### config.mk
export PLATFORM = sky130hd
export DESIGN_NAME = if_fetch_stage
export DESIGN_NICKNAME = d
export VERILOG_FILES = /design/src/rtl/core_pkg.sv /design/src/rtl/if_id_reg.sv /design/src/rtl/if_fetch_stage.sv
export SDC_FILE = /design/constraint.sdc
export NUM_CORES = 1
export LEC_CHECK = 0
export BUFFER_PORTS_ARGS = -buffer_cell sky130_fd_sc_hd__buf_2
export CORE_ASPECT_RATIO = 1.2
export CORE_MARGIN = 8
export CORE_UTILIZATION = 40
export CTS_CLUSTER_DIAMETER = 30
export CTS_CLUSTER_SIZE = 24
export DETAILED_ROUTE_END_ITERATION = 10
export SLEW_MARGIN = 5
export SYNTH_ARGS = -nofsm -noshare
export SYNTH_HDL_FRONTEND = slang
export SYNTH_SLANG_ARGS = --single-unit
### constraint.sdc
create_clock -name clk -period 2.1 [get_ports clk]
set_clock_uncertainty 0.1 [all_clocks]
set_input_delay 0.105 -clock clk [delete_from_list [all_inputs] [get_ports clk]]
set_output_delay 0.105 -clock clk [all_outputs]
set_load 0.05 [all_outputs]
### src/rtl/core_pkg.sv
// -----------------------------------------------------------------------------
// core_pkg
// Shared definitions for the RV32I core front end:
//   - XLEN            : datapath / address width (only 32 is supported)
//   - OP_*            : RV32I major opcodes used by the decode stage
//   - NOP             : canonical NOP encoding (addi x0, x0, 0)
//   - fetch_state_t   : fetch-stage state encoding
//   - word_align()    : clears the two low address bits
// -----------------------------------------------------------------------------
package core_pkg;

    localparam int XLEN = 32;

    localparam logic [6:0] OP_IMM    = 7'b0010011;
    localparam logic [6:0] OP_LOAD   = 7'b0000011;
    localparam logic [6:0] OP_STORE  = 7'b0100011;
    localparam logic [6:0] OP_BRANCH = 7'b1100011;

    localparam logic [31:0] NOP = 32'h0000_0013;

    // FETCH : request outstanding, responses go to IF/ID or the skid
    // DROP  : redirect seen while a request is in flight; its data is discarded
    // HOLD  : skid full, no request issued until IF/ID drains
    typedef enum logic [1:0] {
        FETCH = 2'd0,
        DROP  = 2'd1,
        HOLD  = 2'd2
    } fetch_state_t;

    function automatic logic [XLEN-1:0] word_align(input logic [XLEN-1:0] addr);
        return addr & ~XLEN'(3);
    endfunction

endpackage

### src/rtl/if_id_reg.sv
// -----------------------------------------------------------------------------
// if_id_reg
// One pipeline slot: valid bit, instruction word and its PC.
// Used both as the IF/ID register and as the fetch skid buffer.
//   clk, rst_n         : clock, asynchronous active-low reset
//   load               : capture valid_d/instr_d/pc_d
//   flush              : clear valid (wins over load); instr/pc are kept
//   valid_d/instr_d/pc_d : next contents
//   valid_q/instr_q/pc_q : current contents (reset: 0 / NOP / 0)
// -----------------------------------------------------------------------------
module if_id_reg #(
    parameter int XLEN = 32
) (
    input  logic            clk,
    input  logic            rst_n,
    input  logic            load,
    input  logic            flush,
    input  logic            valid_d,
    input  logic [31:0]     instr_d,
    input  logic [XLEN-1:0] pc_d,
    output logic            valid_q,
    output logic [31:0]     instr_q,
    output logic [XLEN-1:0] pc_q
);

    // NOTE: sequential state uses non-blocking assignments so every flop
    // samples pre-edge values regardless of block evaluation order.
    always_ff @(posedge clk or negedge rst_n) begin
        if (!rst_n) begin
            valid_q <= 1'b0;
            instr_q <= core_pkg::NOP;
            pc_q    <= '0;
        end else if (flush) begin
            valid_q <= 1'b0;
        end else if (load) begin
            valid_q <= valid_d;
            instr_q <= instr_d;
            pc_q    <= pc_d;
        end
    end

endmodule

### src/rtl/if_fetch_stage.sv
// -----------------------------------------------------------------------------
// if_fetch_stage
// RV32I instruction fetch plus IF/ID pipeline register.
//   clk, rst_n       : clock, asynchronous active-low reset
//   Imem_Req         : fetch request (address held until Imem_Rvalid)
//   Imem_Addr        : word-aligned fetch address
//   Imem_Rvalid      : response valid (honoured only while Imem_Req=1)
//   Imem_Rdata       : instruction word returned with Imem_Rvalid
//   ID_Stall         : decode cannot accept; IF/ID holds
//   Redirect_Valid   : taken branch/jump from execute; flush and refetch
//   Redirect_PC      : redirect target (low two bits ignored)
//   ID_Valid         : IF/ID holds a valid instruction
//   ID_Instr, ID_PC  : registered instruction and its address
//   ID_Opcode        : ID_Instr[6:0] for the immediate generator
// A response that arrives while decode is stalled is parked in a one-entry
// skid and the request stream pauses (HOLD) until IF/ID drains.
// -----------------------------------------------------------------------------
module if_fetch_stage #(
    parameter int              XLEN     = 32,
    parameter logic [XLEN-1:0] RESET_PC = '0
) (
    input  logic            clk,
    input  logic            rst_n,
    output logic            Imem_Req,
    output logic [XLEN-1:0] Imem_Addr,
    input  logic            Imem_Rvalid,
    input  logic [31:0]     Imem_Rdata,
    input  logic            ID_Stall,
    input  logic            Redirect_Valid,
    input  logic [XLEN-1:0] Redirect_PC,
    output logic            ID_Valid,
    output logic [31:0]     ID_Instr,
    output logic [6:0]      ID_Opcode,
    output logic [XLEN-1:0] ID_PC
);

    import core_pkg::*;

    fetch_state_t    state;
    logic            req_en;       // keeps Imem_Req low until the first edge after reset
    logic [XLEN-1:0] fetch_addr;
    logic [XLEN-1:0] drop_target;  // redirect target parked while in DROP
    logic [XLEN-1:0] redir_target;
    logic            rsp;
    logic            accept;

    logic            id_load, id_flush, id_valid_d;
    logic [31:0]     id_instr_d;
    logic [XLEN-1:0] id_pc_d;
    logic            skid_load, skid_flush;
    logic            skid_valid;
    logic [31:0]     skid_instr;
    logic [XLEN-1:0] skid_pc;

    assign redir_target = word_align(Redirect_PC);
    assign Imem_Req     = req_en && (state != HOLD);
    assign Imem_Addr    = fetch_addr;
    assign rsp          = Imem_Req && Imem_Rvalid;
    assign accept       = !ID_Valid || !ID_Stall;
    assign ID_Opcode    = ID_Instr[6:0];

    // Slot control. Redirect outranks a response, which outranks the stall.
    always_comb begin
        // NOTE: every output gets a default first so no path leaves it
        // unassigned, which would infer a latch.
        id_load    = 1'b0;
        id_flush   = 1'b0;
        id_valid_d = 1'b1;
        id_instr_d = Imem_Rdata;
        id_pc_d    = fetch_addr;
        skid_load  = 1'b0;
        skid_flush = 1'b0;
        case (state)
            FETCH: begin
                if (Redirect_Valid) begin
                    id_flush = 1'b1;
                end else if (rsp) begin
                    if (accept) id_load   = 1'b1;
                    else        skid_load = 1'b1;
                end else if (accept) begin
                    // decode consumed (or never had) an instruction; nothing new arrived
                    id_flush = 1'b1;
                end
            end
            DROP: begin
                // IF/ID was flushed on entry and stays empty
                id_flush = 1'b1;
            end
            HOLD: begin
                if (Redirect_Valid) begin
                    id_flush   = 1'b1;
                    skid_flush = 1'b1;
                end else if (accept) begin
                    id_load    = 1'b1;
                    id_valid_d = skid_valid;
                    id_instr_d = skid_instr;
                    id_pc_d    = skid_pc;
                    skid_flush = 1'b1;
                end
            end
            default: ;
        endcase
    end

    always_ff @(posedge clk or negedge rst_n) begin
        if (!rst_n) begin
            state       <= FETCH;
            req_en      <= 1'b0;
            fetch_addr  <= RESET_PC;
            drop_target <= RESET_PC;
        end else begin
            req_en <= 1'b1;
            case (state)
                FETCH: begin
                    if (Redirect_Valid) begin
                        if (rsp) begin
                            // the in-flight request just completed, so retarget now
                            fetch_addr <= redir_target;
                        end else begin
                            // address must stay stable until the response lands
                            drop_target <= redir_target;
                            state       <= DROP;
                        end
                    end else if (rsp) begin
                        fetch_addr <= fetch_addr + XLEN'(4);
                        if (!accept) state <= HOLD;
                    end
                end
                DROP: begin
                    if (rsp) begin
                        fetch_addr <= Redirect_Valid ? redir_target : drop_target;
                        state      <= FETCH;
                    end else if (Redirect_Valid) begin
                        drop_target <= redir_target;
                    end
                end
                HOLD: begin
                    if (Redirect_Valid) begin
                        fetch_addr <= redir_target;
                        state      <= FETCH;
                    end else if (accept) begin
                        state <= FETCH;
                    end
                end
                default: state <= FETCH;
            endcase
        end
    end

    if_id_reg #(.XLEN(XLEN)) u_if_id (
        .clk     (clk),
        .rst_n   (rst_n),
        .load    (id_load),
        .flush   (id_flush),
        .valid_d (id_valid_d),
        .instr_d (id_instr_d),
        .pc_d    (id_pc_d),
        .valid_q (ID_Valid),
        .instr_q (ID_Instr),
        .pc_q    (ID_PC)
    );

    if_id_reg #(.XLEN(XLEN)) u_skid (
        .clk     (clk),
        .rst_n   (rst_n),
        .load    (skid_load),
        .flush   (skid_flush),
        .valid_d (1'b1),
        .instr_d (Imem_Rdata),
        .pc_d    (fetch_addr),
        .valid_q (skid_valid),
        .instr_q (skid_instr),
        .pc_q    (skid_pc)
    );

endmodule

---- Word level (Yosys, flattened, before mapping) ----
Cells that the tools add are included.
cells by class
  add/sub/neg operators ................... 1
  equal/unequal tests ..................... 13
  mux-type cells .......................... 47
  bitwise operators ....................... 2
  reductions and logical operators ........ 15
operator list
  operator               number
  $mux 32                15
  $pmux 32 s3            1
  $pmux 32 s2            1
  $add 32x3->32 const B  1
  $mux 1                 20
  $mux 2                 7
  $ne 2x2->1 const B     7
  $ne 3x3->1 const B     4
  $reduce_and 4->1       2
  $pmux 2 s3             1
  $reduce_bool 2->1      3
  $reduce_and 5->1       1
  $reduce_and 2->1       2
  $pmux 1 s3             1
  $reduce_bool 3->1      1
  $eq 2x1->1 const B     1
  $eq 2x2->1 const B     1
  $logic_and 1x1->1      2
  $logic_not 1->1        2
  $logic_not 2->1        1
  $not 1->1              2
  $pmux 1 s2             1
  $logic_or 1x1->1       1
storage, ports and cells
  bits in registers ....................... 197
  output and inout bits ................... 105
  logic and storage cells ................. 88

---- Logic depth before layout (Yosys ltp) ----
Gate-level depths: netlist of run 1.
  depth after elaboration ................. 8
  gate-level depth with buffers ........... 11
  depth with buffers taken out ............ 7

---- By module ----
Synthesis of run 1 repeated with hierarchy kept, for this count alone.
second synthesis, totals
  cells, all modules ...................... 812
  area, all modules ....................... 10525.1 um^2
by module, submodules not included
  module          times used  cells each  area an instance (um^2)  sequential area each (um^2)
  if_id_reg       2           139         2743.9                   1630.3
  if_fetch_stage  1           534         5037.3                   1676.6

---- Least setup slack after synthesis of run 1 ----
No wires, ideal clock.
  path type ............................... register to register
  from .................................... reg fetch_addr[2], in the netlist Imem_Addr[2]
  to ...................................... reg fetch_addr[24], in the netlist Imem_Addr[24]
  library setup time ...................... 0.123 ns
  data arrival time ....................... 2.132 ns
  slack ................................... -0.254 ns
  stages on the path, launching flop included .. 7
  period minus slack after synthesis ...... 2.354 ns
  cells stage by stage .................... dfrtp_1 > ha_1 > and4_1 > nand3_1 > nor3_1 > a31oi_1 > o22a_1
between the ends
  longest elaborated chain between the ends .. 4
RTL lines
  item                    RTL line               source
  start, declared         if_fetch_stage.sv:41   logic [XLEN-1:0] fetch_addr;
  start signal, assigned  if_fetch_stage.sv:118  fetch_addr <= redir_target;
  start signal, assigned  if_fetch_stage.sv:125  fetch_addr <= fetch_addr + XLEN'(4);
  start signal, assigned  if_fetch_stage.sv:131  fetch_addr <= Redirect_Valid ? redir_target : drop_target;
  $add 32x3->32           if_fetch_stage.sv:125
  $mux 32                 if_fetch_stage.sv:124  end else if (rsp) begin
  $mux 32                 if_fetch_stage.sv:115  if (Redirect_Valid) begin
  $pmux 32 s3             if_fetch_stage.sv:113  case (state)
No other way between the ends. The select of a mux whose other input is x is not followed.
A chain may end at the register's enable or synchronous reset.

---- Worst setup path after layout of run 1 ----
  from .................................... reg state[0]
  to ...................................... reg u_skid.pc_q[22]
between the ends
  longest elaborated chain between the ends .. 7
  elaborated cells on any way between the ends .. 11
  those cells by class .................... 2 x eq/ne; 4 x mux; 1 x bitwise; 4 x reduce/logical
RTL lines
  item                                   RTL line               source
  start, declared                        if_fetch_stage.sv:39   fetch_state_t state;
  start signal, assigned                 if_fetch_stage.sv:107  state <= FETCH;
  start signal, assigned                 if_fetch_stage.sv:122  state <= DROP;
  start signal, assigned                 if_fetch_stage.sv:126  if (!accept) state <= HOLD;
  $ne 2x2->1                             if_fetch_stage.sv:56   assign Imem_Req = req_en && (state != HOLD);
  $logic_and 1x1->1                      if_fetch_stage.sv:56
  $logic_and 1x1->1                      if_fetch_stage.sv:58   assign rsp = Imem_Req && Imem_Rvalid;
  $mux 1                                 if_fetch_stage.sv:77   end else if (rsp) begin
  $mux 1                                 if_fetch_stage.sv:75   if (Redirect_Valid) begin
  $mux 1                                 if_fetch_stage.sv:73   case (state)
  $reduce_and 2->1 (no source line) (*)  --
  end signal, assigned                   if_id_reg.sv:38        pc_q <= pc_d;
  end, declared                          if_id_reg.sv:23        output logic [XLEN-1:0] pc_q
Every way passes the cells marked *; elsewhere a longest branch is shown, timed or not.

==> results of run 1 <==
-- through the flow --
stage          utilization, %  area, um2  cells  hold WS, ns
5_1_grt                 60.30      14320   1538       0.1027
6_report                60.30      14320   1538      0.06562
2_1_floorplan               -       9749    880      -0.2906
3_5_place_dp            47.65      11310   1379     -0.01277
3_3_place_gp            47.65      11310   1379     -0.01169
4_1_cts                 54.99      13050   1502      0.08071
-- registers in the layout, indices dropped and copies added (netlist names) --
signal and cells:
u_skid.valid_q 1, state 2, drop_target 32, Imem_Addr 32, req_en 1, u_if_id.instr_q 32
u_skid.instr_q 32, u_if_id.pc_q 32, u_skid.pc_q 32, u_if_id.valid_q 1
-- cell usage after synthesis, drive strengths merged, types with 3 or more instances --
| cell | n | area, um2 |
|---|---|---|
| a211oi | 3 | 22.52 |
| a21o | 11 | 83.83 |
| a21oi | 46 | 230.2 |
| a221o | 3 | 30.03 |
| a22o | 8 | 70.07 |
| a22oi | 18 | 135.1 |
| a31oi | 9 | 56.30 |
| and2 | 3 | 18.77 |
| and3 | 5 | 32.53 |
| and4 | 4 | 36.29 |
| buf | 44 | 256.5 |
| clkbuf | 28 | 125.1 |
| dfrtp | 191 | 4780 |
| dfstp | 6 | 157.7 |
| ha | 6 | 75.07 |
| inv | 15 | 56.30 |
| mux2 | 95 | 1070 |
| mux2i | 72 | 720.7 |
| nand2 | 108 | 405.4 |
| nand3 | 17 | 95.09 |
| nand3b | 3 | 22.52 |
| nand4 | 5 | 37.53 |
| nor2 | 23 | 86.33 |
| nor2b | 3 | 18.77 |
| nor3 | 8 | 40.04 |
| nor4 | 5 | 61.31 |
| o211ai | 3 | 22.52 |
| o21ai | 98 | 490.5 |
| o22a | 4 | 35.03 |
| o22ai | 3 | 18.77 |
| o2bb2ai | 3 | 26.28 |
| o31a | 4 | 35.03 |
| xnor2 | 3 | 26.28 |
-- report_power, final --
group / switching [mW] / internal (mW)
clock: 1.60 / 1.69
combinational: 6.55 / 3.74
sequential: 1.05 / 5.08
total: 9.20 / 10.5
-- layout make-up --
class,instances,area [um2],area share (%)
clock buffers,17,425.4,2.972
flip-flops and latches,197,4961,34.66
well taps,320,400.4,2.797
inverters,15,61.31,0.4283
clock inverters,15,166.4,1.162
repair buffers,377,3283,22.94
multi-input cells,597,5017,35.05
-- layer usage --
metal	global-route usage (%)	vias up	share of wire (%)
li1	-	3814	-
met5	0	-	0
met2	33.48	239	50
met3	3.711	29	5.0
met1	24.27	4149	43
met4	5.912	0	1.6
-- worst reg2reg max path, delay by kind of cell (launching register included) --
family                   cells  cell delay (ns)
adder cells (fa/ha/maj)      1             0.17
AND/OR/NAND/NOR              1             0.29
flip-flops                   1             0.42
multiplexers                 1             0.30
buffers and inverters        6             0.88
-- kinds of logic after synthesis --
| group | Yosys count | share of synthesized area [%] |
|---|---|---|
| simple gates | 193 | 9.656 |
| xor+xnor | 3 | 0.2748 |
| buf+inv | 87 | 4.579 |
| compound gates | 226 | 14.31 |
| mux | 167 | 18.72 |
| fa+ha+maj | 6 | 0.7850 |
| other cells | 1 | 0.03921 |
| flops | 197 | 51.63 |
-- worst paths after layout --
| check | startpoint | to | slack [ns] |
|---|---|---|---|
| worst max-delay path | state[0]$_DFFE_PN0P_ | u_skid.pc_q[22]$_DFFE_PN0P_ | -0.20 |
| worst min-delay path | rst_n | Imem_Addr[5]$_DFFE_PN0P_ | 0.07 |
| worst max register to register | state[0]$_DFFE_PN0P_ | u_skid.pc_q[22]$_DFFE_PN0P_ | -0.20 |
| worst min register to register | u_if_id.instr_q[0]$_DFFE_PN1P_ | u_if_id.instr_q[0]$_DFFE_PN1P_ | 0.37 |
| max in group asynchronous | rst_n | u_skid.instr_q[22]$_DFFE_PN0P_ | 1.03 |
| min in group clk | ID_Stall | u_skid.valid_q$_DFFE_PN0P_ | 0.20 |
-- what timing repair did --
| item | CTS | global route |
|---|---|---|
| hold buffers | 64 | 0 |
| gates cloned | 8 | 17 |
| endpoints found under the hold margin | 275 | 0 |
| resized for setup | 46 | 256 |
| pin swaps | 24 | 61 |
| setup buffers | 19 | 23 |
| setup endpoints to repair | 173 | 187 |
==> results by group, run 1 <==
Setup path
  • Count of buffer and inverter cells on the critical path: 6
  • CP Class: flip-flop to flip-flop
  • Setup crit end kind: flip-flop
  • Crit path top cell by count: buf_6
  • Startpoint type of the worst setup path: flip-flop
  • Instance count on the critical path: 9
  • Slowest stage cell, crit path: dfrtp_1
  • Number of cell instances on the worst register-to-register path: 9
  • Biggest fanout along the worst timing path: 8
  • Delay contributed by the slowest stage of the critical path: 0.42 ns
  • Cell Chain, Critical Path: inv_2 > buf_12 > ha_4 > buf_6 > nor4_4 > buf_6 > buf_6 > clkbuf_16 > mux2_4
  • Delay-heaviest family, CP: buffers and inverters
  • Worst EP required: 2.31 ns
  • CP arrival: 2.51 ns

Synth
  • Post-synthesis sequential area ratio: 51.63%
  • Syn Inst Count: 880
  • Synthesized area per cell: 10.87 um2
  • Library cells used by synthesis: 63
  • Register bit count reported by yosys: 197
  • Primary flip-flop cell chosen by synthesis mapping: dfrtp_1
  • Cell area after synthesis: 0.009563 mm2
  • Share of synthesized registers carrying an async set or reset: 100.0%
  • Post-synth net total: 955
  • Yosys warning count: 0
  • Number of enable flip-flop cells after synthesis: 0

Die
  • DIE WIDTH: 157.1 um
  • Initial core utilization: 40.29%
  • Std cell rows: 62
  • Area of the die: 0.02913 mm2
  • Die boundary height: 185.4 um
  • Placeable core region: 0.02374 mm2
  • I/O Pins: 174

GRT
  • Number of global-route vias before repair: 8,068
  • Number of antenna violations at the first check in global routing: 0
  • Overall global routing resource usage: 19.43%
  • Wire length of the first global-routing pass: 44.36 mm
  • Total grt overflow: 0
  • Maximum number of pins on one net before global-route repair: 57

CTS
  • Insertion delay of the later-clocked pin in the worst-skew pair: 0.43 ns
  • Root buffer cell: clkbuf_16
  • Clock-pin slew reported for the worst setup and hold paths after clock tree synthesis: 0.08 ns
  • Clock Path Buffers: 2
  • Sink Count: 197
  • H-tree levels: 4
  • Cts bufs inserted: 17
  • CTS tree: built

Timing
  • Sum of negative setup slack: -19.97 ns
  • Fraction of the cycle the final worst path needs: 109.4%
  • RSZ-0062 raised after global routing: true
  • Final Hold Vio Count: 0
  • Setup slack of the critical path after layout: -0.1967 ns
  • Maximum clock frequency: 435.4 MHz
  • Setup violation total in the final timing report: 187
  • Minimum clock period: 2.297 ns
  • Final Max Slew Viols: 0

Finish
  • Number of inserted filler cells in the final layout: 1,968
  • Final Net Count: 1,280
  • Most frequent standard cell in the layout excluding fill and tap cells: dfrtp_1
  • Syn-to-layout area delta: 49.69%
  • Share of layout cells above drive strength 1: 49.75%
  • Highest-count cells in the layout ignoring fill and taps: 172 x dfrtp_1, 171 x buf_2, 77 x buf_4, 72 x mux2i_1, 64 x dlygate4sd3_1
  • Diodes inserted: 0

Placement
  • Post-detail-place hpwl: 18.07 mm
  • Post-place setup slack: -0.1854 ns
  • Number of input and output port buffers inserted: 171
  • Placer congestion estimate: 0.8584

Detailed routing
  • Starting DRT DRC Count: 431
  • Drt pass-1 iters: 4
  • Vias: 8,231
  • Count of antenna-violating nets left after detailed routing: 0
  • Post-DR wirelength/cell: 20.20 um
  • Vias per cell: 5.352
  • Total wire length after detailed routing: 31.06 mm
  • DRC Markers: 0

Power
  • Power density over the cells: 1377 mW/mm2
  • Peak ir drop on the vdd network: 0.6342 mV
  • Leakage power summed over all cells: 7.097 nW
  • Final total power: 19.71 mW

Status
  • Status: complete, but fails checks
  • Violations in the final reports: setup timing

Flow run
  • # Max-Cap Violations: 0

Worst hold path
  • Worst min-delay path category: input port to async pin
Power figures use the tool's default switching activity.
==> run 2, diff against run 1 <==
- clock period: 2.1 -> 2.5 ns (I/O delays scaled with it)
==> run 2 against run 1 <==
  * The flow now finishes without violations
  * Via count decreased by 8.9%
  * First-iteration DRC count decreased by 20%
  * Cell count decreased by 5.8%
  * Sequential share of layout area increased by 5.6 points
  * Clock power decreased by 11%
  * Routed wire length decreased by 18%
  * Core utilization decreased by 8.7 points
  * Die area unchanged
  * Critical endpoint is now u_skid.instr_q[16]$_DFFE_PN0P_
  * Maximum frequency decreased by 4.2%
  * Count of clock-buffer cells in the layout increased by 4
==> results by group, run 2 (synthesis gave the netlist of run 1 again) <==
Placement
  • Post-place setup slack: 0.08496 ns (+0.2703 ns)
  • Number of input and output port buffers inserted: 171 (unchanged)
  • Post-detail-place hpwl: 17.73 mm (-1.9%)
  • Placer congestion estimate: 0.8223 (-4.2%)
  • Cell area after placement: 0.01095 mm2 (-3.2%)
  • Placed Cells incl. Taps: 1,352 (-2.0%)

Setup path
  • Setup crit end kind: flip-flop
  • Critical Path Source: state[0]$_DFFE_PN0P_
  • Reg-to-reg slack, setup: 0.10 ns (+0.30 ns)
  • Worst EP required: 2.71 ns (+0.40 ns)
  • Number of cell instances on the worst register-to-register path: 6 (-3)
  • Biggest fanout along the worst timing path: 46 (+38)
  • Endpoint of the worst-slack reg-to-reg timing path: u_skid.instr_q[16]$_DFFE_PN0P_
  • Capturing instance or port of the critical path: u_skid.instr_q[16]$_DFFE_PN0P_
  • Startpoint type of the worst setup path: flip-flop
  • CP arrival: 2.60 ns (+0.09 ns)
  • R2R Path Start: state[0]$_DFFE_PN0P_
  • CP Class: flip-flop to flip-flop

Timing
  • Transition time at the pin with the least slew margin: 0.6095 ns
  • Fraction of the cycle the final worst path needs: 95.91% (-13 points)
  • Maximum clock frequency: 417.1 MHz (-4.2%)
  • Final Hold Vio Count: 0 (unchanged)
  • Minimum clock period: 2.398 ns (+0.1010 ns)
  • Headroom to the max-slew limit: 59.37%
  • Setup violation total in the final timing report: 0 (-100%)
  • Setup slack of the critical path after layout: 0.1023 ns (+0.2990 ns)
  • Sum of negative setup slack: 0 ns (+19.97 ns)
  • Final Max Slew Viols: 0 (unchanged)

Die
  • Initial core utilization: 40.29% (unchanged)
  • I/O Pins: 174 (unchanged)
  • Die boundary height: 185.4 um (unchanged)
  • Placeable core region: 0.02374 mm2 (unchanged)
  • Area of the die: 0.02913 mm2 (unchanged)
  • DIE WIDTH: 157.1 um (unchanged)
  • Std cell rows: 62 (unchanged)

Detailed routing
  • DRC Markers: 0 (unchanged)
  • Total wire length after detailed routing: 25.43 mm (-18%)
  • Starting DRT DRC Count: 346 (-20%)
  • Vias per cell: 5.177 (-3.3%)
  • Drt pass-1 iters: 4 (unchanged)
  • Post-DR wirelength/cell: 17.55 um (-13%)
  • Count of antenna-violating nets left after detailed routing: 0 (unchanged)
  • Vias: 7,502 (-8.9%)

GRT
  • Total grt overflow: 0 (unchanged)
  • Number of global-route vias before repair: 7,662 (-5.0%)
  • Overall global routing resource usage: 17.94% (-1.5 points)
  • Wire length of the first global-routing pass: 41.43 mm (-6.6%)
  • Maximum number of pins on one net before global-route repair: 77 (+35%)
  • Number of antenna violations at the first check in global routing: 0 (unchanged)

Power
  • Sequential group share of total power: 34.6% (+3.5 points)
  • P_int: 7.974 mW (-24%)
  • Leakage power summed over all cells: 6.280 nW (-12%)
  • Clock share of power: 19.7% (+3.0 points)
  • Sw frac: 46.28% (-0.39 points)
  • Gate power share: 45.6% (-6.6 points)
  • Peak ir drop on the vdd network: 0.5415 mV (-15%)
  • Power density over the cells: 1211 mW/mm2 (-12%)
  • Net Switching: 6.869 mW (-25%)

Finish
  • Final Net Count: 1,191 (-7.0%)
  • Syn-to-layout area delta: 28.20%
  • Number of standard cells in the layout, taps in and fillers out: 1,449 (-5.8%)
  • Post-route cell area: 0.01226 mm2 (-14%)
  • Diodes inserted: 0 (unchanged)
  • Share of layout cells above drive strength 1: 32.86% (-17 points)
  • Combined area of the multi-input logic cells: 0.004222 mm2 (-16%)
  • Most frequent standard cell in the layout excluding fill and tap cells: dfrtp_1
  • Number of inserted filler cells in the final layout: 2,181 (+11%)
  • Highest-count cells in the layout ignoring fill and taps: 190 x dfrtp_1, 170 x buf_2, 108 x nand2_1, 95 x mux2_2, 82 x o21ai_0
  • Area used by sequential logic in the layout: 0.004938 mm2 (-0.45%)

CTS
  • Insertion delay of the later-clocked pin in the worst-skew pair: 0.43 ns (about the same)
  • CTS tree: built
  • Root buffer cell: clkbuf_16
  • H-tree levels: 4 (unchanged)
  • Sink Count: 197 (unchanged)
  • Cts bufs inserted: 17 (unchanged)
  • Clock Path Buffers: 2 (unchanged)
  • Clock-pin slew reported for the worst setup and hold paths after clock tree synthesis: 0.07 ns (about the same)

Worst hold path
  • Worst min-delay path category: input port to flip-flop

Status
  • Status: complete, no violations

Flow run
  • # Max-Cap Violations: 0 (unchanged)
run 2: cell types whose count changed in the layout (fill, tap and decap cells not counted), sizes merged:
cell      change
a21bo         -1
buf          -75
bufinv        +3
clkbuf        -9
clkinv        -2
clkinvlp      -1
inv           -4
run 2: repair_timing:
action,CTS,global route
hold buffers,64,0
endpoints found under the hold margin,166,0
buffers inserted,0,1
gates resized for setup,0,7
setup endpoints to repair,0,160
run 2: how the worst min path moves through the flow:
stage / end / startpoint / cells after the start / slack [ns]
finish: u_skid.valid_q$_DFFE_PN0P_ / Imem_Rvalid / 4 / 0.15
global route: u_skid.instr_q[7]$_DFFE_PN0P_ / rst_n / 2 / 0.19
global placement: u_skid.instr_q[7]$_DFFE_PN0P_ / rst_n / 1 / 0.07
CTS: u_skid.valid_q$_DFFE_PN0P_ / Imem_Rvalid / 4 / 0.13
floorplan: Imem_Addr[0]$_DFFE_PN0P_ / rst_n / 0 / -0.27
detailed placement: u_if_id.instr_q[8]$_DFFE_PN0P_ / rst_n / 1 / 0.07
run 2: power groups by stage:
stage	Clock (mW)	Sequential (mW)	Combinational, mW
after floorplan	0	7.41	2.60
after global placement	0	5.14	6.63
after detailed placement	0	5.20	6.70
after CTS	3.02	5.13	6.79
after global routing	3.14	5.32	7.26
final	2.93	5.14	6.78
run 2: critical path, cell delays in order (launching register included):
cell and delay, ns:
dfrtp_2 0.45, inv_1 0.11, ha_1 0.32, nand3_1 0.21
nor4_4 0.36, buf_12 0.32, mux2_2 0.38
run 2: final cells by class:
cell class / count / share of cell area (%)
clock buffer: 21 / 3.674
clock inverter: 11 / 1.419
inverter: 15 / 0.4593
multi-input combinational: 596 / 34.44
sequential: 197 / 40.28
tap: 320 / 3.266
timing repair buffer: 289 / 16.46
run 2: per-layer routing:
metal	up-vias	global-route usage (%)	share of wire (%)	routed length [um]
met5	-	0	0	0
met4	0	4.081	0.78	199
met3	10	3.105	4.5	1153
met2	181	30.22	48	12240
met1	3696	23.72	47	11840
li1	3615	-	-	-
run 2: stage by stage:
stage / power (mW) / utilization (%) / hold WS, ns
finish: 14.84 / 51.64 / 0.1495
global route: 15.72 / 51.64 / 0.1883
CTS: 14.95 / 51.48 / 0.1311
detailed placement: 11.90 / 46.15 / 0.07054
global placement: 11.77 / 46.15 / 0.07351
floorplan: 10.01 / - / -0.2706
